File: src/rtl/clause_loader.sv
// clause_loader: streams literal clauses into a SAT solver, runs the walk and reads back state bytes on SAT.
// Optional walk timeout is enabled by defining CLAUSE_LOADER_TIMEOUT_EN.
module clause_loader #(
    parameter int NUM_BYTES   = 16,
    parameter int MAX_CLAUSES = 256,
    parameter int MAX_WALK    = 65535
) (
    input  logic       clk,
    input  logic       rst_n,
    input  logic       start,
    input  logic       lit_valid,
    output logic       lit_ready,
    input  logic [7:0] lit_data,
    input  logic       lit_last,
    input  logic       prob_last,
    output logic [7:0] cmd,
    output logic [7:0] bus_a,
    output logic [7:0] bus_b,
    output logic [7:0] bus_c,
    input  logic       sat,
    input  logic       unsat,
    input  logic [7:0] exbus,
    output logic       out_valid,
    input  logic       out_ready,
    output logic [7:0] out_data,
    output logic [7:0] out_index,
    output logic       busy,
    output logic       done,
    output logic       result_sat,
    output logic       result_unsat,
    output logic       result_timeout,
    output logic       err_overflow
);

    typedef enum logic [3:0] {
        S_IDLE, S_RST_MODEL, S_RST_STATE, S_LOAD, S_INSERT,
        S_WALK, S_RD_ISSUE, S_RD_WAIT, S_RD_OUT, S_DONE
    } state_t;

    localparam logic [7:0] CMD_NOP       = 8'hFF;
    localparam logic [7:0] CMD_RST_MODEL = 8'h00;
    localparam logic [7:0] CMD_RST_STATE = 8'h01;
    localparam logic [7:0] CMD_INSERT    = 8'h02;
    localparam logic [7:0] CMD_READ      = 8'h03;
    localparam logic [7:0] CMD_WALK      = 8'h04;

    localparam int CW = $clog2(MAX_CLAUSES + 1);
    localparam logic [CW-1:0] CLAUSE_LIMIT = CW'(MAX_CLAUSES);
    localparam logic [7:0]    LAST_INDEX   = 8'(NUM_BYTES - 1);

    state_t        state_q;
    logic [7:0]    cmd_q, bus_a_q, bus_b_q, bus_c_q;
    logic [7:0]    slot_q [3];
    logic [1:0]    lit_cnt_q;
    logic [CW-1:0] clause_cnt_q;
    logic          prob_last_q;
    logic [7:0]    idx_q;
    logic          lit_ready_q, out_valid_q, busy_q, done_q;
    logic [7:0]    out_data_q, out_index_q;
    logic          result_sat_q, result_unsat_q, err_overflow_q;
    logic [7:0]    ins_a, ins_b, ins_c;
    logic          lit_fire;

`ifdef CLAUSE_LOADER_TIMEOUT_EN
    localparam logic [15:0] WALK_LAST = 16'(MAX_WALK - 1);
    logic [15:0] walk_q;
    logic        timeout_q;
    assign result_timeout = timeout_q;
`else
    assign result_timeout = 1'b0;
`endif

    assign lit_fire = lit_valid & lit_ready_q;

    // Short clauses are padded with the literal that closes the clause.
    always_comb begin
        ins_a = slot_q[0];
        ins_b = slot_q[1];
        ins_c = slot_q[2];
        case (lit_cnt_q)
            2'd0: begin
                ins_a = lit_data;
                ins_b = lit_data;
                ins_c = lit_data;
            end
            2'd1: begin
                ins_b = lit_data;
                ins_c = lit_data;
            end
            2'd2: ins_c = lit_data;
            default: ;
        endcase
    end

    always_ff @(posedge clk or negedge rst_n) begin
        if (!rst_n) begin
            state_q        <= S_IDLE;
            cmd_q          <= CMD_NOP;
            bus_a_q        <= '0;
            bus_b_q        <= '0;
            bus_c_q        <= '0;
            for (int i = 0; i < 3; i++) slot_q[i] <= '0;
            lit_cnt_q      <= '0;
            clause_cnt_q   <= '0;
            prob_last_q    <= 1'b0;
            idx_q          <= '0;
            lit_ready_q    <= 1'b0;
            out_valid_q    <= 1'b0;
            out_data_q     <= '0;
            out_index_q    <= '0;
            busy_q         <= 1'b0;
            done_q         <= 1'b0;
            result_sat_q   <= 1'b0;
            result_unsat_q <= 1'b0;
            err_overflow_q <= 1'b0;
`ifdef CLAUSE_LOADER_TIMEOUT_EN
            walk_q         <= '0;
            timeout_q      <= 1'b0;
`endif
        end else begin
            case (state_q)
                S_IDLE, S_DONE: begin
                    if (start) begin
                        state_q        <= S_RST_MODEL;
                        cmd_q          <= CMD_RST_MODEL;
                        busy_q         <= 1'b1;
                        done_q         <= 1'b0;
                        result_sat_q   <= 1'b0;
                        result_unsat_q <= 1'b0;
                        err_overflow_q <= 1'b0;
                        clause_cnt_q   <= '0;
                        lit_cnt_q      <= '0;
`ifdef CLAUSE_LOADER_TIMEOUT_EN
                        timeout_q      <= 1'b0;
`endif
                    end
                end
                S_RST_MODEL: begin
                    state_q <= S_RST_STATE;
                    cmd_q   <= CMD_RST_STATE;
                end
                S_RST_STATE: begin
                    state_q     <= S_LOAD;
                    cmd_q       <= CMD_NOP;
                    lit_ready_q <= 1'b1;
                end
                S_LOAD: begin
                    if (lit_fire) begin
                        if (lit_last) begin
                            lit_cnt_q <= '0;
                            if (lit_cnt_q == 2'd3) err_overflow_q <= 1'b1;
                            if (clause_cnt_q >= CLAUSE_LIMIT) begin
                                // Clause over the limit: dropped, but the problem still ends on prob_last.
                                err_overflow_q <= 1'b1;
                                if (prob_last) begin
                                    state_q     <= S_WALK;
                                    cmd_q       <= CMD_WALK;
                                    lit_ready_q <= 1'b0;
`ifdef CLAUSE_LOADER_TIMEOUT_EN
                                    walk_q      <= '0;
`endif
                                end
                            end else begin
                                state_q      <= S_INSERT;
                                cmd_q        <= CMD_INSERT;
                                bus_a_q      <= ins_a;
                                bus_b_q      <= ins_b;
                                bus_c_q      <= ins_c;
                                lit_ready_q  <= 1'b0;
                                prob_last_q  <= prob_last;
                                clause_cnt_q <= clause_cnt_q + 1'b1;
                            end
                        end else if (lit_cnt_q == 2'd3) begin
                            err_overflow_q <= 1'b1;
                        end else begin
                            slot_q[lit_cnt_q] <= lit_data;
                            lit_cnt_q         <= lit_cnt_q + 2'd1;
                        end
                    end
                end
                S_INSERT: begin
                    if (prob_last_q) begin
                        state_q <= S_WALK;
                        cmd_q   <= CMD_WALK;
`ifdef CLAUSE_LOADER_TIMEOUT_EN
                        walk_q  <= '0;
`endif
                    end else begin
                        state_q     <= S_LOAD;
                        cmd_q       <= CMD_NOP;
                        lit_ready_q <= 1'b1;
                    end
                end
                S_WALK: begin
                    if (sat) begin
                        result_sat_q <= 1'b1;
                        state_q      <= S_RD_ISSUE;
                        cmd_q        <= CMD_READ;
                        bus_a_q      <= '0;
                        idx_q        <= '0;
                    end else if (unsat) begin
                        result_unsat_q <= 1'b1;
                        state_q        <= S_DONE;
                        cmd_q          <= CMD_NOP;
                        busy_q         <= 1'b0;
                        done_q         <= 1'b1;
                    end
`ifdef CLAUSE_LOADER_TIMEOUT_EN
                    else if (walk_q == WALK_LAST) begin
                        timeout_q <= 1'b1;
                        state_q   <= S_DONE;
                        cmd_q     <= CMD_NOP;
                        busy_q    <= 1'b0;
                        done_q    <= 1'b1;
                    end else begin
                        walk_q <= walk_q + 16'd1;
                    end
`endif
                end
                S_RD_ISSUE: begin
                    state_q <= S_RD_WAIT;
                    cmd_q   <= CMD_NOP;
                end
                S_RD_WAIT: begin
                    state_q     <= S_RD_OUT;
                    out_data_q  <= exbus;
                    out_index_q <= idx_q;
                    out_valid_q <= 1'b1;
                end
                S_RD_OUT: begin
                    if (out_ready) begin
                        out_valid_q <= 1'b0;
                        if (idx_q == LAST_INDEX) begin
                            state_q <= S_DONE;
                            busy_q  <= 1'b0;
                            done_q  <= 1'b1;
                        end else begin
                            state_q <= S_RD_ISSUE;
                            cmd_q   <= CMD_READ;
                            bus_a_q <= idx_q + 8'd1;
                            idx_q   <= idx_q + 8'd1;
                        end
                    end
                end
                default: begin
                    state_q <= S_IDLE;
                    cmd_q   <= CMD_NOP;
                    busy_q  <= 1'b0;
                end
            endcase
        end
    end

    assign cmd          = cmd_q;
    assign bus_a        = bus_a_q;
    assign bus_b        = bus_b_q;
    assign bus_c        = bus_c_q;
    assign lit_ready    = lit_ready_q;
    assign out_valid    = out_valid_q;
    assign out_data     = out_data_q;
    assign out_index    = out_index_q;
    assign busy         = busy_q;
    assign done         = done_q;
    assign result_sat   = result_sat_q;
    assign result_unsat = result_unsat_q;
    assign err_overflow = err_overflow_q;

endmodule

File: config.mk
export PLATFORM = sky130hd
export DESIGN_NAME = clause_loader
export DESIGN_NICKNAME = d
export VERILOG_FILES = /design/src/rtl/clause_loader.sv
export SDC_FILE = /design/constraint.sdc
export NUM_CORES = 1
export LEC_CHECK = 0
export BUFFER_PORTS_ARGS = -buffer_cell sky130_fd_sc_hd__buf_2
export CORE_ASPECT_RATIO = 1.75
export CORE_UTILIZATION = 57
export CTS_BUF_LIST = sky130_fd_sc_hd__clkbuf_8 sky130_fd_sc_hd__clkbuf_16
export CTS_CLUSTER_DIAMETER = 80
export DETAILED_ROUTE_END_ITERATION = 10
export HOLD_SLACK_MARGIN = 0.1
export PLACE_DENSITY = 0.86
export SLEW_MARGIN = 5
export SYNTH_ARGS = -nofsm -noshare
export SYNTH_HDL_FRONTEND = slang
export SYNTH_SLANG_ARGS = --single-unit
File: constraint.sdc
create_clock -name clk -period 2.5 [get_ports clk]
set_input_delay 0 -clock clk [delete_from_list [all_inputs] [get_ports clk]]
set_output_delay 0 -clock clk [all_outputs]
set_load 0.02 [all_outputs]
==> results of run 1 <==
cell families (layout without fill, tap and decap cells):
logic type / after synthesis / after routing / synth area share
and+or+nand+nor: 129 / 129 / 0.1414
muxes: 80 / 80 / 0.1758
other: 1 / 1 / 0.0007593
AOI/OAI and AO/OA: 79 / 79 / 0.09653
DFF: 99 / 99 / 0.5027
xor gates and xnor gates: 16 / 16 / 0.02838
buffers and inverters: 40 / 141 / 0.03673
adders and majority gates: 7 / 7 / 0.01773
sequential cells by signal, indices dropped and copies added, names as in the netlist, 2 cells and up:
| signal | flops |
|---|---|
| out_index | 8 |
| clause_cnt_q | 9 |
| state_q | 4 |
| cmd | 4 |
| bus_c | 8 |
| out_data | 8 |
| bus_b | 8 |
| slot_q | 24 |
| lit_cnt_q | 2 |
| bus_a | 8 |
| idx_q | 8 |
cell usage after synthesis, types with 2 or more instances:
library cell / number
and2_1: 2
nor3_1: 8
clkbuf_1: 17
a32oi_1: 2
dfstp_2: 4
o22ai_1: 8
a2bb2oi_1: 2
or3_1: 2
a22oi_1: 2
a31oi_1: 3
xor2_1: 7
ha_1: 7
and3_1: 8
inv_1: 9
nor2b_1: 5
nand4_1: 2
nand2_1: 23
o21ai_0: 17
a22o_1: 2
nor2_1: 43
nor3b_1: 2
nor4bb_1: 2
buf_1: 3
xnor2_1: 9
mux2_2: 53
buf_2: 3
mux2i_1: 26
nand2b_1: 5
a21oi_1: 30
or2_2: 2
o31ai_1: 2
dfrtp_1: 95
nand3_1: 10
buf_4: 7
and3b_1: 2
a211oi_1: 3
where the power goes:
group | switching [mW] | internal [mW] | total, mW | leakage (nW)
clock network | 0.628 | 0.886 | 1.51 | 0.157
logic | 1.71 | 1.27 | 2.98 | 1.40
registers | 0.439 | 2.24 | 2.67 | 1.26
worst min path at each step:
stage          startpoint                  endpoint  slack (ps)  cells past startpoint
3_5_place_dp        rst_n  result_unsat$_DFFE_PN0P_          90                      1
4_1_cts               sat    result_sat$_DFFE_PN0P_         150                      5
6_report              sat    result_sat$_DFFE_PN0P_         150                      5
2_1_floorplan       rst_n      bus_a[0]$_DFFE_PN0P_        -300                      0
5_1_grt               sat    state_q[2]$_DFFE_PN0P_         200                      3
3_3_place_gp        rst_n    result_sat$_DFFE_PN0P_          80                      1
area by class of cell:
| cell class | count | area, sq um |
|---|---|---|
| Sequential cell | 99 | 2482 |
| Fill cell | 650 | 2360 |
| Multi-Input combinational cell | 312 | 2275 |
| Timing Repair Buffer | 117 | 753.2 |
| Clock buffer | 9 | 225.2 |
| Tap cell | 115 | 143.9 |
| Clock inverter | 6 | 95.09 |
| Inverter | 9 | 33.78 |
through the flow:
stage	setup slack (ps)	power [mW]	util	cells	hold WS, ps
6_report	213.1	7.172	0.7180	667	154.5
3_5_place_dp	240.6	5.628	0.6522	629	94.36
4_1_cts	217.6	7.211	0.7180	667	145.2
5_1_grt	78.92	7.597	0.7180	667	196.0
2_1_floorplan	440.3	4.724	-	451	-295.6
3_3_place_gp	363.9	5.504	0.6522	629	76.86
tightest hold or removal path, cell delays in order:
cell and delay, ps:
buf_2 140, inv_1 90, nor2_1 100, nor2_1 100, nor2_1 50
layer usage:
metal	wire, um	vias up	part of all wire
met5	0	-	0
met4	462	0	0.041
met3	289	37	0.026
met2	6098	86	0.54
met1	4395	1862	0.39
li1	-	1788	-
repair_timing:
| item | 4_1_cts | 5_1_grt |
|---|---|---|
| hold buffers | 23 | 0 |
| setup endpoints to repair | 0 | 0 |
| hold endpoints to repair | 103 | 0 |
==> impl_metrics.ini, run 1 <==
[clock_network]
cts_resized = 0
cts-buffers-inserted = 9
postCtsSetupBuffers = 0
cts_tree = yes
clock-root-buffer = clkbuf_16
htreeDepth = 3
insertion_delay_ps = 350
clock-sinks = 99
clk_path_buf_depth = 2
clk_pin_slew_ps = 70

[drt]
routedWlPerCell_um = 16.86
ant_nets = 0
drt_first_pass_iters = 4
drc = 0
vias_per_cell = 5.657
vias = 3773
wl_mm = 11.25
first_iter_violations = 205

[cells_and_area]
final_area_sq_um = 6008
final_cell_mix = dfrtp_1, buf_2, mux2_2
drive_gt1_frac = 0.3170
layout_commonest_cell = dfrtp_1
nets = 580
synthToLayoutAreaGrowth_pct = 21.66
num_antenna_cells = 0

[yosys]
avgSynthCellArea_sq_um = 10.95
netlist_area_sq_um = 4938
synth-seq-cells = 99
synth.largest_area_cell = dfrtp_1
synth-edff-count = 0
ys_warn_count = 0
synth_ff_type = dfrtp_1
synth-async-reset-ratio = 1.000
synthTopCellsByArea = dfrtp_1, mux2_2, mux2i_1, nor2_1, a21oi_1
yosysSeqAreaShare = 0.5027
syn-num-nets = 483
synth.distinct_cells = 60
synth_top_area_share = 0.4814
synthCells = 451

[sta]
setup-tns-final_ps = 0
slew_headroom = 0.5388
report.final.slew_viol_count = 0
tightest_slew_ps = 691.8
fin_crit_sh = 0.9148
fin_skew_ps = 8.213
min_period_ps = 2287
clock.fmax_ghz = 0.4373
rsz0062_at_grt = false
setup_violations = 0
final-hold-violation-count = 0

[critical_path]
arrival_ps = 2530
r2r_slack_ps = 210
cp-endpoint = idx_q[7]$_DFFE_PN0P_
path_delay_family = compound AO/OA/AOI/OAI gates
worstSetupPathDepth = 5
cp_cell_sequence = or4b_1 > buf_4 > a21oi_1 > o22ai_1 > o31ai_1
critPathKind = flip-flop to flip-flop
timing.rr.end = idx_q[7]$_DFFE_PN0P_
critPathMaxFanout = 15
path_buf_inv = 1
cp-start-kind = flip-flop
setup.worst_path.start = state_q[1]$_DFFE_PN0P_
slowest_delay_ps = 670
required_ps = 2740
r2r-start = state_q[1]$_DFFE_PN0P_
ff2ff_path_depth = 5
end_kind = flip-flop
slowest_stage = or4b_1

[placement]
port_buffers = 79
placed_cell_area_sq_um = 5458
place_hpwl_mm = 7.838
place_congestion = 0.9418

[power_and_ir_drop]
power.leakage_nw = 2.816
cellPowerDensity_nw_per_um2 = 1194
peakVddDrop_v = 0.0006623

[floorplan]
die_w_um = 72.36
die_h_um = 125.1
io_pins = 81
start_util = 0.5902
rows = 44
die_area_sq_um = 9055
coreArea_sq_um = 8368

[min_path]
hp-class = input port to flip-flop

[global_route]
grt_pass1_wl_mm = 18.46
grt_max_degree = 55
grt_pass1_vias = 3824
grt_usage = 0.2683
grtUsageMet1 = 0.3120
grt_most_used_layer = met2
met3_usage = 0.03707
antenna_found_initial = 0
grt_use_met2 = 0.4640
grt_overflow = 0

[run]
drv_cap = 0

[run_status]
status = finished clean
Note: power is estimated with default switching activity, not from simulation.
==> run 2: changes to the inputs <==
CORE_UTILIZATION = 61   (was 57)
CTS_CLUSTER_DIAMETER = default   (was 80)
CTS_CLUSTER_SIZE = 8   (was default)
PLACE_DENSITY = 0.91   (was 0.86)
clock period = 2.85 ns   (was 2.5 ns; I/O delays follow)
==> impl_metrics.ini, run 2 (synthesis results as in run 1) <==
[run_status]
status = finished clean

[cells_and_area]
nets = 573
final_area_sq_um = 5892
largest_reg_flops = 24
final_cell_mix = dfrtp_1, buf_2, mux2_2
layout.cells.non_filler = 636
drive_gt1_frac = 0.3095
synthToLayoutAreaGrowth_pct = 19.31
layout_commonest_cell = dfrtp_1
num_antenna_cells = 0
reg_top3 = slot_q: 24 flops, clause_cnt_q: 9 flops
regMostFlops = slot_q
utilization = 0.7450

[drt]
vias = 3805
routedWlPerCell_um = 17.58
wl_mm = 11.18
first_iter_violations = 282
vias_per_cell = 5.983
drt_first_pass_iters = 4
ant_nets = 0
drc = 0

[critical_path]
critPathKind = flip-flop to flip-flop
required_ps = 3100
arrival_ps = 2700
cp-start-kind = flip-flop
end_kind = flip-flop
critPathMaxFanout = 21

[sta]
min_period_ps = 2441
slew_headroom = 0.3466
report.final.slew_viol_count = 0
clock.fmax_ghz = 0.4097
rsz0062_at_grt = false
setup_violations = 0
fin_crit_sh = 0.8564
fin_skew_ps = 6.568
tightest_slew_ps = 980.1
final-hold-violation-count = 0
setup-tns-final_ps = 0

[global_route]
antenna_found_initial = 0
grt_pass1_vias = 3920
grt_pass1_wl_mm = 18.26
grt_max_degree = 81
grt_usage = 0.2797
grt_overflow = 0

[power_and_ir_drop]
seqPwrFrac = 0.389
p_total_mw = 6.136
combPwrFrac = 0.409
cellPowerDensity_nw_per_um2 = 1041
p_switching_mw = 2.414
power.leakage_nw = 2.768
peakVddDrop_v = 0.0007607
internal_power_mw = 3.722
p_clk_frac = 0.201
p_sw_frac = 0.3935

[floorplan]
start_util = 0.6244
coreArea_sq_um = 7909
die_w_um = 70.02
io_pins = 81
die_h_um = 121.0
die_area_sq_um = 8474
rows = 43

[clock_network]
insertion_delay_ps = 350
postCtsSetupBuffers = 0
clock-root-buffer = clkbuf_16
cts_tree = yes
clk_path_buf_depth = 2
htreeDepth = 3
cts-buffers-inserted = 9
cts_resized = 0
clock-sinks = 99
clk_pin_slew_ps = 70

[min_path]
hp-class = input port to flip-flop

[placement]
dp_cells = 597
port_buffers = 79
place_hpwl_mm = 7.806
placed_cell_area_sq_um = 5361
place_congestion = 0.9400

[run]
drv_cap = 0
==> run 2: cell types whose count changed in the layout (fill, tap and decap cells not counted), sizes merged <==
cell    before  now
buf         94   87
clkinv       0    4
inv         13   11
bufinv       2    1
==> run 2: worst paths after layout <==
kind,endpoint,from,slack [ps],cells after the start
worst max-delay path,idx_q[7]$_DFFE_PN0P_,state_q[3]$_DFFE_PN0P_,410,5
worst min-delay path,result_sat$_DFFE_PN0P_,sat,130,5
worst max register to register,idx_q[7]$_DFFE_PN0P_,state_q[3]$_DFFE_PN0P_,410,5
worst min register to register,result_sat$_DFFE_PN0P_,result_sat$_DFFE_PN0P_,490,2
max in group asynchronous,out_data[4]$_DFFE_PN0P_,rst_n,1680,3
min in group asynchronous,done$_DFFE_PN0P_,rst_n,350,2
==> run 2: per-layer routing <==
metal,vias to the layer above,share of wire,track usage
li1,1773,-,-
met1,1882,0.38,0.3191
met2,115,0.55,0.4838
met3,35,0.036,0.05399
met4,0,0.038,0.1613
met5,-,0,0
==> run 2: layout make-up <==
cell class	count	area, sq um
sequential	99	2482
inverter	9	33.78
clock inverter	7	75.07
timing repair buffer	110	688.2
tap	90	112.6
multi-input combinational	312	2275
fill	551	2017
clock buffer	9	225.2
==> run 2: stage by stage <==
| stage | hold slack [ps] | worst slack [ps] |
|---|---|---|
| 6_report | 125.6 | 409.1 |
| 3_3_place_gp | 207.5 | 561.8 |
| 4_1_cts | 129.0 | 447.9 |
| 3_5_place_dp | 231.0 | 461.2 |
| 5_1_grt | 156.5 | 246.0 |
| 2_1_floorplan | -295.6 | 790.3 |
==> run 2: power groups by stage <==
stage / Clock [mW] / Combinational, mW / Sequential (mW)
6_report: 1.24 / 2.51 / 2.39
5_1_grt: 1.30 / 2.72 / 2.46
4_1_cts: 1.25 / 2.52 / 2.38
3_5_place_dp: 0 / 2.48 / 2.40
3_3_place_gp: 0 / 2.40 / 2.36
2_1_floorplan: 0 / 1.48 / 2.67
==> run 2: what timing repair did <==
item                                    in CTS  in global routing
hold buffers                                23                  0
endpoints found under the setup margin       0                  0
endpoints found under the hold margin      130                  0
==> run 2: critical path: stages (launching register included) <==
cell and delay, ps:
dfrtp_1 760, or4b_1 620, buf_4 250, a21oi_1 200, o22ai_1 230, o31ai_1 280
